File: src/rtl/weight_rom_stream_ctrl.sv
// Weight ROM read sequencer: sweeps addresses 0..DEPTH-1 for a programmable number
// of passes and streams the returned words through a credit-managed output FIFO.
module weight_rom_stream_ctrl #(
    parameter int DATA_WIDTH  = 128,
    parameter int DEPTH       = 2304,
    parameter int ROM_LATENCY = 2,
    parameter int PASS_WIDTH  = 8,
    parameter int ADDR_WIDTH  = $clog2(DEPTH) + 1
) (
    input  logic                  clk,
    input  logic                  rst,
    input  logic                  start,
    input  logic [PASS_WIDTH-1:0] passes,
    output logic                  busy,
    output logic                  done,
    output logic [ADDR_WIDTH-1:0] rom_addr,
    output logic                  rom_ce,
    input  logic [DATA_WIDTH-1:0] rom_q,
    output logic [DATA_WIDTH-1:0] data_out,
    output logic                  data_out_last,
    output logic                  data_out_valid,
    input  logic                  data_out_ready
);

    localparam int BUF_DEPTH = ROM_LATENCY + 2;
    localparam int PTR_W     = $clog2(BUF_DEPTH);
    localparam int OCC_W     = $clog2(BUF_DEPTH + 1);
    localparam int INF_W     = $clog2(ROM_LATENCY + 1);

    typedef enum logic [1:0] {IDLE, RUN, DRAIN} state_t;

    state_t                  state_q, state_d;
    logic [PASS_WIDTH-1:0]   passes_q, passes_d;
    logic [PASS_WIDTH-1:0]   pass_q, pass_d;
    logic [ADDR_WIDTH-1:0]   addr_q, addr_d;
    logic [ROM_LATENCY-1:0]  vld_q, vld_d;
    logic [ROM_LATENCY-1:0]  lst_q, lst_d;
    logic [INF_W-1:0]        inflight_q, inflight_d;
    logic [OCC_W-1:0]        occ_q, occ_d;
    logic [PTR_W-1:0]        wr_ptr_q, wr_ptr_d;
    logic [PTR_W-1:0]        rd_ptr_q, rd_ptr_d;
    logic                    done_q, done_d;
    logic [DATA_WIDTH:0]     mem_q [BUF_DEPTH];
    logic [DATA_WIDTH:0]     mem_d [BUF_DEPTH];

    logic issue, push, pop, addr_last, final_pass, drain_done, credit_ok;

    // Credits count both in-flight reads and buffered words, so a ROM return always has a slot.
    assign credit_ok  = (32'(inflight_q) + 32'(occ_q)) < 32'(BUF_DEPTH);
    assign addr_last  = (addr_q == ADDR_WIDTH'(DEPTH - 1));
    assign final_pass = (pass_q == passes_q - PASS_WIDTH'(1));
    assign push       = vld_q[ROM_LATENCY-1];
    assign pop        = data_out_valid && data_out_ready;
    assign drain_done = (state_q == DRAIN) && (inflight_q == '0) && (occ_q == OCC_W'(1)) && pop;

    assign rom_ce         = 1'b1;
    assign rom_addr       = addr_q;
    assign done           = done_q;
    assign data_out_valid = (occ_q != '0);
    assign data_out       = data_out_valid ? mem_q[rd_ptr_q][DATA_WIDTH-1:0] : '0;
    assign data_out_last  = data_out_valid ? mem_q[rd_ptr_q][DATA_WIDTH] : 1'b0;

    always_ff @(posedge clk) begin
        if (rst) begin
            state_q <= IDLE;
        end else begin
            state_q <= state_d;
        end
    end

    always_comb begin
        state_d = state_q;
        case (state_q)
            IDLE:    if (start && passes != '0) state_d = RUN;
            RUN:     if (issue && addr_last && final_pass) state_d = DRAIN;
            DRAIN:   if (drain_done) state_d = IDLE;
            default: state_d = IDLE;
        endcase
    end

    always_comb begin
        busy  = (state_q != IDLE);
        issue = (state_q == RUN) && credit_ok;
    end

    always_comb begin
        passes_d   = passes_q;
        pass_d     = pass_q;
        addr_d     = addr_q;
        inflight_d = inflight_q;
        occ_d      = occ_q;
        wr_ptr_d   = wr_ptr_q;
        rd_ptr_d   = rd_ptr_q;
        done_d     = (state_q == IDLE && start && passes == '0) || drain_done;
        mem_d      = mem_q;
        vld_d[0]   = issue;
        lst_d[0]   = addr_last;
        for (int i = 1; i < ROM_LATENCY; i++) begin
            vld_d[i] = vld_q[i-1];
            lst_d[i] = lst_q[i-1];
        end

        if (state_q == IDLE && start && passes != '0) begin
            passes_d = passes;
            pass_d   = '0;
            addr_d   = '0;
        end else if (issue) begin
            addr_d = addr_last ? '0 : addr_q + ADDR_WIDTH'(1);
            if (addr_last && !final_pass) pass_d = pass_q + PASS_WIDTH'(1);
        end

        case ({issue, push})
            2'b10:   inflight_d = inflight_q + INF_W'(1);
            2'b01:   inflight_d = inflight_q - INF_W'(1);
            default: inflight_d = inflight_q;
        endcase

        case ({push, pop})
            2'b10:   occ_d = occ_q + OCC_W'(1);
            2'b01:   occ_d = occ_q - OCC_W'(1);
            default: occ_d = occ_q;
        endcase

        if (push) begin
            mem_d[wr_ptr_q] = {lst_q[ROM_LATENCY-1], rom_q};
            wr_ptr_d = (wr_ptr_q == PTR_W'(BUF_DEPTH - 1)) ? '0 : wr_ptr_q + PTR_W'(1);
        end
        if (pop) begin
            rd_ptr_d = (rd_ptr_q == PTR_W'(BUF_DEPTH - 1)) ? '0 : rd_ptr_q + PTR_W'(1);
        end
    end

    // Clearing the valid pipe on reset discards any ROM returns still in flight.
    always_ff @(posedge clk) begin
        if (rst) begin
            passes_q   <= '0;
            pass_q     <= '0;
            addr_q     <= '0;
            vld_q      <= '0;
            lst_q      <= '0;
            inflight_q <= '0;
            occ_q      <= '0;
            wr_ptr_q   <= '0;
            rd_ptr_q   <= '0;
            done_q     <= 1'b0;
        end else begin
            passes_q   <= passes_d;
            pass_q     <= pass_d;
            addr_q     <= addr_d;
            vld_q      <= vld_d;
            lst_q      <= lst_d;
            inflight_q <= inflight_d;
            occ_q      <= occ_d;
            wr_ptr_q   <= wr_ptr_d;
            rd_ptr_q   <= rd_ptr_d;
            done_q     <= done_d;
        end
    end

    always_ff @(posedge clk) begin
        mem_q <= mem_d;
    end

endmodule

File: config.mk
export PLATFORM = sky130hd
export DESIGN_NAME = weight_rom_stream_ctrl
export DESIGN_NICKNAME = d
export VERILOG_FILES = /design/src/rtl/weight_rom_stream_ctrl.sv
export SDC_FILE = /design/constraint.sdc
export NUM_CORES = 1
export LEC_CHECK = 0
export ABC_AREA = 1
export CORE_MARGIN = 2
export CORE_UTILIZATION = 60
export DETAILED_ROUTE_END_ITERATION = 10
export GPL_ROUTABILITY_DRIVEN = 0
export HOLD_SLACK_MARGIN = 0.12
export MAX_ROUTING_LAYER = met4
export PLACE_DENSITY = 0.95
export SYNTH_ARGS = -nofsm -noshare
export SYNTH_HDL_FRONTEND = slang
export SYNTH_SLANG_ARGS = --single-unit
File: constraint.sdc
create_clock -name clk -period 10.2 [get_ports clk]
set_input_delay 1.02 -clock clk [delete_from_list [all_inputs] [get_ports clk]]
set_output_delay 1.02 -clock clk [all_outputs]
set_load 0.01 [all_outputs]
==> reports/metrics.csv, run 1 <==
stage,metric,value,unit
critical_path,critPathArrivalTime,4.86,ns
die,fp-row-count,70,
global_route,antenna_found_initial,5,
cts,cts-buffers-inserted,54,
detailed_routing,wl_per_cell,21.0,um
yosys,synthMuxAreaShare,0,
cts,post_cts_buffers,0,
yosys,synth_cell_types,38,
timing,setup_ws,4.32,ns
yosys,yosys.area_share.adder,0.00840,
yosys,synth_flop_cell,edfxtp_1,
yosys,synth-seq-cells,561,
yosys,synth_compound_area_frac,0.0995,
detailed_routing,avgViaCountPerCell,5.96,
layout,nets,2269,
power,power_density,222,nW/um^2
timing,fin_worst_skew,0.0253,ns
global_route,grt_start_max_net_pins,168,
timing,fin_crit,5.88,ns
detailed_routing,wl,55.2,mm
cts,htree_levels,2,
layout,syn_to_final_growth,21.3,%
timing,slew_violations,0,
timing,tightest_slew,1.18,ns
cts,cts.repair.resized,0,
power,ir_drop,172,uV
layout,mostFrequentLayoutCells,"nor2_1, edfxtp_1, clkdlybuf4s50_1",
critical_path,max_stage_delay,1.03,ns
layout,layout_commonest_cell,nor2_1,
yosys,synth-simple-area-share,0.125,
global_route,overflow,0,
timing,fin_crit_sh,0.576,
yosys,ys_seq_area_frac,0.734,
critical_path,worst-setup-path-type,reg -> out,
critical_path,end_kind,primary output,
timing,slew-limit-headroom,0.216,
cts,cts.sinks,561,
critical_path,cp-start-kind,register,
critical_path,crit_chain,buf_4 > buf_4 > nor2_1 > nor2_1 > o21ai_0 > a21oi_1 > clkdlybuf4s50_1,
layout,drive_gt1_frac,0.0571,
yosys,async_reset_ff_frac,0,
cts,cts_root_buffer,clkbuf_16,
job,cap_violations,0,
critical_path,cp_slowest_cell,buf_4,
yosys,synth_xor_area_frac,0.00470,
timing,finalSetupViolations,0,
place,place_ws,5.22,ns
outcome,status,completed,
layout,fill_cells,2138,
detailed_routing,drt-initial-drc-count,1416,
die,core-area,36600,sq um
yosys,syn_inst,1869,
cts,insertion_delay,0.60,ns
global_route,first_global_vias,15516,
place,port_buffers,284,
cts,clkTransAtPathRegs,0.06,ns
timing,rsz0062_at_grt,no,
critical_path,required,9.18,ns
yosys,synth_top_family_by_area,simple AND/OR/NAND/NOR gates,
die,io_pins,286,
timing,totalNegativeSetupSlack,0,ns
yosys,syn_area,22300,sq um
yosys,synth_enable_flop_cells,516,
global_route,grtUsageTotal,0.290,
die,die_w,197,um
critical_path,critical_path.max_fanout,108,
die,start_util,0.610,
cts,postCtsHoldBufs,0,
detailed_routing,vias,15675,
timing,max_freq,170,MHz
place,dp.final_hpwl,30.5,mm
cts,cts_tree,yes,
detailed_routing,first_pass_iters,6,
yosys,yosys_warnings,0,
yosys,syn-num-nets,2024,
cts,clock_path_buffers,3,
die,dieArea,38800,sq um
power,p_leak,9.20,nW
detailed_routing,ant_nets,0,
timing,finalHoldViolCount,0,
detailed_routing,drcViolationCount,0,
yosys,avgSynthCellArea,12.0,sq um
die,fp.dieH,197,um
hold_path,hold_class,reg -> reg,
global_route,grt_pass1_wl,83.4,mm
[registers in the layout, summed over array words and instances, names as in the netlist, 3 cells and up]
register  count
pass_q        8
occ_q         3
passes_q      8
mem_q       516
rom_addr     13
[cells by family after synthesis]
kind of cell / Yosys count
xor+xnor: 12
other cells: 1
simple gates: 686
fa+ha+maj: 15
flops: 561
buf+inv: 157
compound gates: 437
[metal layers]
metal	vias up	wire length, um	global-route usage
met1	7610	19700	0.337
li1	7064	-	-
met4	0	2560	0.138
met3	161	4420	0.0438
met2	840	28600	0.498
met5	-	0	-
[power breakdown]
part	internal, mW	leakage (nW)	switching [mW]	total [mW]
registers	2.54	5.02	0.0589	2.60
logic	0.621	3.38	0.917	1.54
clock network	1.05	0.808	0.824	1.88
[cell type report]
class | instances | area [sq um] | share of cell area
Inverter | 52 | 228 | 0.00840
Clock inverter | 25 | 189 | 0.00697
Antenna cell | 5 | 12.5 | 0.000462
Sequential cell | 561 | 16400 | 0.605
Multi-Input combinational cell | 1151 | 5310 | 0.196
Timing Repair Buffer | 294 | 2920 | 0.108
Clock buffer | 73 | 1460 | 0.0540
Tap cell | 468 | 586 | 0.0216
[synthesized netlist by cell type (4+ instances only)]
library cell  number  area [sq um]
nor4_1             4          25.0
clkbuf_1          66           248
dfxtp_1           45           901
o21ai_0          276          1380
nand2_1           65           244
nand3_1           14          70.1
inv_1             45           169
a21oi_1          153           766
buf_1             10          37.5
ha_1              15           188
nand4_1           13          81.3
inv_2              4          15.0
xor2_1            10          87.6
buf_2             26           130
edfxtp_1         516         15500
nor2_1           558          2090
nor2_2             7          43.8
nor3_1             5          25.0
[through the flow]
step | hold WS [ns] | cell area (sq um) | instances | utilization | total power [mW]
2_1_floorplan | 0.388 | 22300 | 1869 | - | 3.41
3_3_place_gp | 0.398 | 25400 | 2526 | 0.695 | 4.09
3_5_place_dp | 0.406 | 25400 | 2526 | 0.695 | 4.15
4_1_cts | 0.417 | 27100 | 2624 | 0.740 | 6.03
5_1_grt | 0.452 | 27100 | 2629 | 0.740 | 6.24
6_report | 0.410 | 27100 | 2629 | 0.740 | 6.02
[path summary, 6_finish.rpt]
kind,from,to,slack (ns),cells after the start
worst max-delay path,rd_ptr_q[0]$_SDFFE_PP0P_,data_out[66],4.32,7
worst max register to register,wr_ptr_q[0]$_SDFFE_PP0P_,mem_q[14]$_DFFE_PP_,7.56,4
worst min register to register,lst_q[0]$_SDFF_PP0_,lst_q[1]$_SDFF_PP0_,0.41,2
worst min-delay path,lst_q[0]$_SDFF_PP0_,lst_q[1]$_SDFF_PP0_,0.41,2
[worst max-delay path: cells and delay by family (launching register included)]
family	cells	cell delay [ns]
buf+inv	3	2.51
simple gates	2	0.38
compound gates	2	0.45
flops	1	0.76
(Power assumes the default switching activity.)
==> inputs of run 2 (changes only) <==
--- a/config.mk
+++ b/config.mk
@@ -7,12 +7,12 @@
 export LEC_CHECK = 0
 export ABC_AREA = 1
 export CORE_MARGIN = 2
-export CORE_UTILIZATION = 60
+export CORE_UTILIZATION = 50
 export DETAILED_ROUTE_END_ITERATION = 10
 export GPL_ROUTABILITY_DRIVEN = 0
 export HOLD_SLACK_MARGIN = 0.12
 export MAX_ROUTING_LAYER = met4
-export PLACE_DENSITY = 0.95
+export PLACE_DENSITY = 0.87
 export SYNTH_ARGS = -nofsm -noshare
 export SYNTH_HDL_FRONTEND = slang
 export SYNTH_SLANG_ARGS = --single-unit
==> constraint.sdc (replaced) <==
create_clock -name clk -period 5.3 [get_ports clk]
set_input_delay 0.53 -clock clk [delete_from_list [all_inputs] [get_ports clk]]
set_output_delay 0.53 -clock clk [all_outputs]
set_load 0.01 [all_outputs]
==> reports/metrics.csv, run 2 (same netlist as run 1, synthesis figures left out) <==
stage,metric,value,unit,change
timing,fin_crit,4.01,ns,
critical_path,crit_chain,buf_4 > nor2_1 > nor2_1 > o21ai_0 > a21oi_1 > clkdlybuf4s50_1,,
cts,post_cts_buffers,0,,unchanged
die,die_w,215,um,+9.4%
die,fp-row-count,77,,+10%
detailed_routing,avgViaCountPerCell,5.52,,-7.4%
timing,totalNegativeSetupSlack,0,ns,unchanged
timing,finalHoldViolCount,0,,unchanged
critical_path,critPathArrivalTime,3.48,ns,-1.38 ns
place,place_ws,1.91,ns,-3.31 ns
timing,rsz0062_at_grt,no,,
global_route,overflow,0,,unchanged
detailed_routing,wl,53.0,mm,-4.0%
cts,cts_tree,yes,,
critical_path,critical_path.max_fanout,86,,-20%
layout,mostFrequentLayoutCells,"nor2_1, edfxtp_1, clkdlybuf4s50_1",,
layout,layout_commonest_cell,nor2_1,,
cts,insertion_delay,0.60,ns,about the same
cts,cts.sinks,561,,unchanged
outcome,status,completed,,
critical_path,cp_common_cell,nor2_1,,
detailed_routing,ant_nets,0,,unchanged
die,io_pins,286,,unchanged
cts,htree_levels,2,,unchanged
global_route,grtUsageTotal,0.231,,-0.0585
detailed_routing,met2_length,26.8,mm,-6.0%
layout,largest_register_ff_count,516,,unchanged
timing,setup_ws,1.29,ns,-3.04 ns
timing,slew-limit-headroom,0.282,,+0.0653
critical_path,end_kind,primary output,,
timing,max_freq,249,MHz,
timing,fin_crit_sh,0.757,,
timing,tightest_slew,1.08,ns,-0.0980 ns
cts,postCtsHoldBufs,0,,unchanged
cts,cts_root_buffer,clkbuf_16,,
power,power,11.6,mW,+93%
critical_path,r2r_start,wr_ptr_q[0]$_SDFFE_PP0P_,,
global_route,grt_pass1_wl,81.5,mm,-2.2%
detailed_routing,first_pass_iters,5,,-1
critical_path,cp-start-kind,register,,
timing,fin_worst_skew,0.0162,ns,-0.00916 ns
hold_path,min_from,lst_q[0]$_SDFF_PP0_,,
detailed_routing,top_layer_used,met4,,
layout,drive_gt1_frac,0.0615,,+0.00447
die,core-area,44100,sq um,+21%
detailed_routing,wl_per_cell,19.2,um,-8.5%
critical_path,worst-setup-path-type,reg -> out,,
critical_path,max_stage_delay,0.83,ns,-0.20 ns
global_route,grt_start_max_net_pins,129,,-23%
die,start_util,0.506,,-0.104
timing,slew_violations,0,,unchanged
power,ir_drop,275,uV,+60%
job,cap_violations,0,,unchanged
global_route,antenna_found_initial,4,,-1
layout,nets,2274,,+0.22%
die,dieArea,46400,sq um,+20%
critical_path,cp_slowest_cell,buf_4,,
detailed_routing,drcViolationCount,0,,unchanged
global_route,first_global_vias,15369,,-0.95%
hold_path,hold_class,reg -> reg,,
layout,syn_to_final_growth,22.5,%,
detailed_routing,drt-met1-wl,20.5,mm,+4.0%
place,dp.final_hpwl,30.0,mm,-1.7%
die,fp.dieH,215,um,+9.4%
detailed_routing,drt-initial-drc-count,1458,,+3.0%
place,port_buffers,284,,unchanged
cts,cts-buffers-inserted,54,,unchanged
critical_path,crit_start,rd_ptr_q[0]$_SDFFE_PP0P_,,
cts,clkTransAtPathRegs,0.06,ns,about the same
power,p_leak,9.27,nW,+0.66%
power,power_density,424,nW/um^2,+91%
cts,cts.repair.resized,0,,unchanged
cts,clock_path_buffers,3,,unchanged
critical_path,required,4.77,ns,-4.41 ns
layout,largest_register,mem_q,,
timing,finalSetupViolations,0,,unchanged
detailed_routing,route.met3.wl,3.55,mm,-20%
detailed_routing,vias,15245,,-2.7%
==> run 2: cell types whose count changed in the layout (fill, tap and decap cells not counted) <==
cell | before | now
buf_4 | 10 | 12
buf_12 | 0 | 3
clkbuf_16 | 54 | 56
inv_4 | 4 | 3
clkinv_2 | 7 | 13
diode_2 | 5 | 6
clkinv_1 | 12 | 10
clkinv_4 | 1 | 2
clkbuf_1 | 15 | 13
clkbuf_8 | 4 | 1
==> run 2: layout make-up <==
| type | count | area (sq um) |
|---|---|---|
| Antenna cell | 6 | 15.0 |
| Clock buffer | 70 | 1460 |
| Clock inverter | 29 | 214 |
| Fill cell | 3236 | 16800 |
| Inverter | 52 | 228 |
| Multi-Input combinational cell | 1151 | 5310 |
| Sequential cell | 561 | 16400 |
| Tap cell | 592 | 741 |
| Timing Repair Buffer | 299 | 2990 |
==> run 2: power by group <==
part | switching (mW) | internal [mW] | total (mW)
Combinational | 1.78 | 1.22 | 3.00
Clock | 1.61 | 2.05 | 3.65
Sequential | 0.0700 | 4.89 | 4.96
==> run 2: through the flow <==
stage | cells | hold slack (ns) | cell area, sq um | utilization
4_1_cts | 2754 | 0.404 | 27400 | 0.620
3_5_place_dp | 2655 | 0.395 | 25700 | 0.582
5_1_grt | 2758 | 0.427 | 27400 | 0.620
3_3_place_gp | 2655 | 0.389 | 25700 | 0.582
2_1_floorplan | 1869 | 0.388 | 22300 | -
6_report | 2760 | 0.402 | 27400 | 0.620
==> run 2: path summary, 6_finish.rpt <==
kind,endpoint,slack (ns),cells after the start
max reg2reg,mem_q[58]$_DFFE_PP_,2.75,4
max,data_out[30],1.29,6
min,lst_q[1]$_SDFF_PP0_,0.40,2
min reg2reg,lst_q[1]$_SDFF_PP0_,0.40,2
==> run 2: per-layer routing <==
layer / GRT usage / vias to the layer above
met4: 0.0993 / 0
met3: 0.0388 / 134
met2: 0.388 / 606
met1: 0.278 / 7416
met5: - / -
li1: - / 7089
==> run 2: critical path: cells and delay by family, from the launching register on <==
family | cells | cell delay [ns]
buffers and inverters | 2 | 1.41
DFF | 1 | 0.77
AOI/OAI and AO/OA | 2 | 0.38
and+or+nand+nor | 2 | 0.25
==> inputs of run 3 (changes only) <==
==> constraint.sdc (replaced) <==
create_clock -name clk -period 3.3 [get_ports clk]
set_input_delay 0.33 -clock clk [delete_from_list [all_inputs] [get_ports clk]]
set_output_delay 0.33 -clock clk [all_outputs]
set_load 0.01 [all_outputs]
==> reports/metrics.csv, run 3 (same netlist as run 1, synthesis figures left out) <==
stage,metric,value,unit,change
cts,cts_tree,yes,,
power,seqPwrFrac,0.418,,-0.009
critical_path,cp-start-kind,register,,
power,internal-power,13.4,mW,+64%
critical_path,required,2.97,ns,-1.80 ns
timing,rsz0062_at_grt,no,,
place,dp.final_hpwl,30.7,mm,+2.4%
global_route,first_global_vias,15201,,-1.1%
detailed_routing,drcViolationCount,0,,unchanged
power,ir_drop,525,uV,+91%
cts,clock_path_buffers,3,,unchanged
power,power_density,684,nW/um^2,+61%
layout,syn_to_final_growth,23.7,%,
detailed_routing,avgViaCountPerCell,5.47,,-0.90%
global_route,antenna_found_initial,6,,+2
power,combPwrFrac,0.260,,+0.002
die,fp-row-count,77,,unchanged
cts,cts_root_buffer,clkbuf_16,,
critical_path,end_kind,primary output,,
global_route,overflow,0,,unchanged
timing,max_freq,319,MHz,
layout,layout_commonest_cell,nor2_1,,
power,swShare,0.292,,-0.00601
die,fp.dieH,215,um,unchanged
timing,fin_crit,3.13,ns,
place,port_buffers,284,,unchanged
timing,tightest_slew,0.841,ns,-0.236 ns
die,die_w,215,um,unchanged
timing,timing.hold.ws,0.360,ns,-0.0422 ns
detailed_routing,drt-initial-drc-count,1367,,-6.2%
global_route,grtUsageTotal,0.229,,-0.00210
power,switchingPower,5.52,mW,+59%
power,p_leak,9.34,nW,+0.76%
timing,fin_crit_sh,0.949,,
layout,largest_register_ff_count,516,,unchanged
timing,slew-limit-headroom,0.439,,+0.157
cts,cts.sinks,561,,unchanged
layout,nets,2279,,+0.22%
job,cap_violations,0,,unchanged
hold_path,hold_class,in -> reg,,
die,start_util,0.506,,unchanged
critical_path,worst-setup-path-type,reg -> out,,
cts,clkTransAtPathRegs,0.06,ns,about the same
global_route,grt_pass1_wl,80.2,mm,-1.6%
critical_path,crit_chain,inv_1 > ha_1 > nand2_1 > bufinv_8 > buf_12 > a21oi_1 > clkdlybuf4s50_1,,
critical_path,critPathArrivalTime,2.80,ns,-0.68 ns
die,io_pins,286,,unchanged
layout,fill_cells,3278,,+1.3%
global_route,grt_start_max_net_pins,139,,+7.8%
timing,finalSetupViolations,0,,unchanged
cts,cts-buffers-inserted,55,,+1.9%
detailed_routing,wl_per_cell,19.1,um,-0.54%
cts,insertion_delay,0.60,ns,about the same
cts,htree_levels,2,,unchanged
layout,largest_register,mem_q,,
timing,slew_violations,0,,unchanged
detailed_routing,wl,52.9,mm,-0.25%
critical_path,critical_path.max_fanout,76,,-12%
detailed_routing,first_pass_iters,5,,unchanged
timing,totalNegativeSetupSlack,0,ns,unchanged
outcome,status,completed,,
place,placed_cell_area,25800,sq um,+0.63%
timing,fin_worst_skew,0.0209,ns,+0.00478 ns
critical_path,max_stage_delay,0.59,ns,-0.24 ns
timing,finalHoldViolCount,0,,unchanged
critical_path,cp_slowest_cell,clkdlybuf4s50_1,,
layout,final_cell_area,27600,sq um,+0.99%
power,p_clk_frac,0.322,,+0.007
detailed_routing,ant_nets,0,,unchanged
detailed_routing,vias,15151,,-0.62%
die,core-area,44100,sq um,unchanged
layout,mostFrequentLayoutCells,"nor2_1, edfxtp_1, clkdlybuf4s50_1",,
die,dieArea,46400,sq um,unchanged
layout,drive_gt1_frac,0.0650,,+0.00346
==> run 3: worst max-delay path: cells and delay by family, from the launching register on <==
family / cells / cell delay, ns
and+or+nand+nor: 1 / 0.10
DFF: 1 / 0.39
adders and majority gates: 1 / 0.20
buffers and inverters: 4 / 1.31
AOI/OAI and AO/OA: 1 / 0.19
==> run 3: layer usage <==
layer / global-route usage / vias up / wire (um) / part of all wire
li1: - / 7087 / - / -
met1: 0.266 / 7296 / 20200 / 0.38
met2: 0.388 / 636 / 26900 / 0.51
met3: 0.0344 / 132 / 3340 / 0.063
met4: 0.119 / 0 / 2380 / 0.045
met5: - / - / 0 / 0
==> run 3: power groups by stage <==
stage / Clock, mW / Combinational, mW / Sequential [mW]
after floorplan: 0 / 2.50 / 8.04
after global placement: 0 / 4.76 / 8.05
after detailed placement: 0 / 4.87 / 8.06
after CTS: 6.19 / 4.91 / 7.91
after global routing: 6.46 / 5.31 / 7.91
final: 6.08 / 4.91 / 7.91
==> run 3: path summary, 6_finish.rpt <==
| kind | from | endpoint | slack [ns] | cells past startpoint |
|---|---|---|---|---|
| setup / recovery | occ_q[0]$_SDFFE_PP0P_ | data_out[71] | 0.17 | 7 |
| hold / removal | rom_q[101] | mem_q[230]$_DFFE_PP_ | 0.36 | 1 |
| setup reg to reg | passes_q[0]$_SDFFE_PP0P_ | pass_q[7]$_SDFFE_PP0P_ | 1.31 | 11 |
| hold reg to reg | vld_q[0]$_SDFF_PP0_ | vld_q[1]$_SDFF_PP0_ | 0.40 | 2 |
==> run 3: area by class of cell <==
cell class,count,area (sq um),area share
Antenna cell,6,15.0,0.000543
Clock buffer,63,1430,0.0517
Inverter,52,234,0.00847
Clock inverter,40,347,0.0125
Multi-Input combinational cell,1151,5310,0.192
Sequential cell,561,16400,0.594
Tap cell,592,741,0.0268
Timing Repair Buffer,303,3160,0.114
==> run 3: metrics by stage <==
step	utilization	worst slack (ns)	std cells	power [mW]
2_1_floorplan	-	0.288	1869	10.5
3_3_place_gp	0.586	0.588	2659	12.8
3_5_place_dp	0.586	0.585	2659	12.9
4_1_cts	0.626	0.114	2762	19.0
5_1_grt	0.626	0.00199	2768	19.7
6_report	0.626	0.168	2768	18.9
==> run 3: timing repair <==
action,4_1_cts,5_1_grt
setup endpoints to repair,54,24
gates cloned,0,0
hold buffers,0,0
gates resized for setup,1,1
setup buffers,0,0
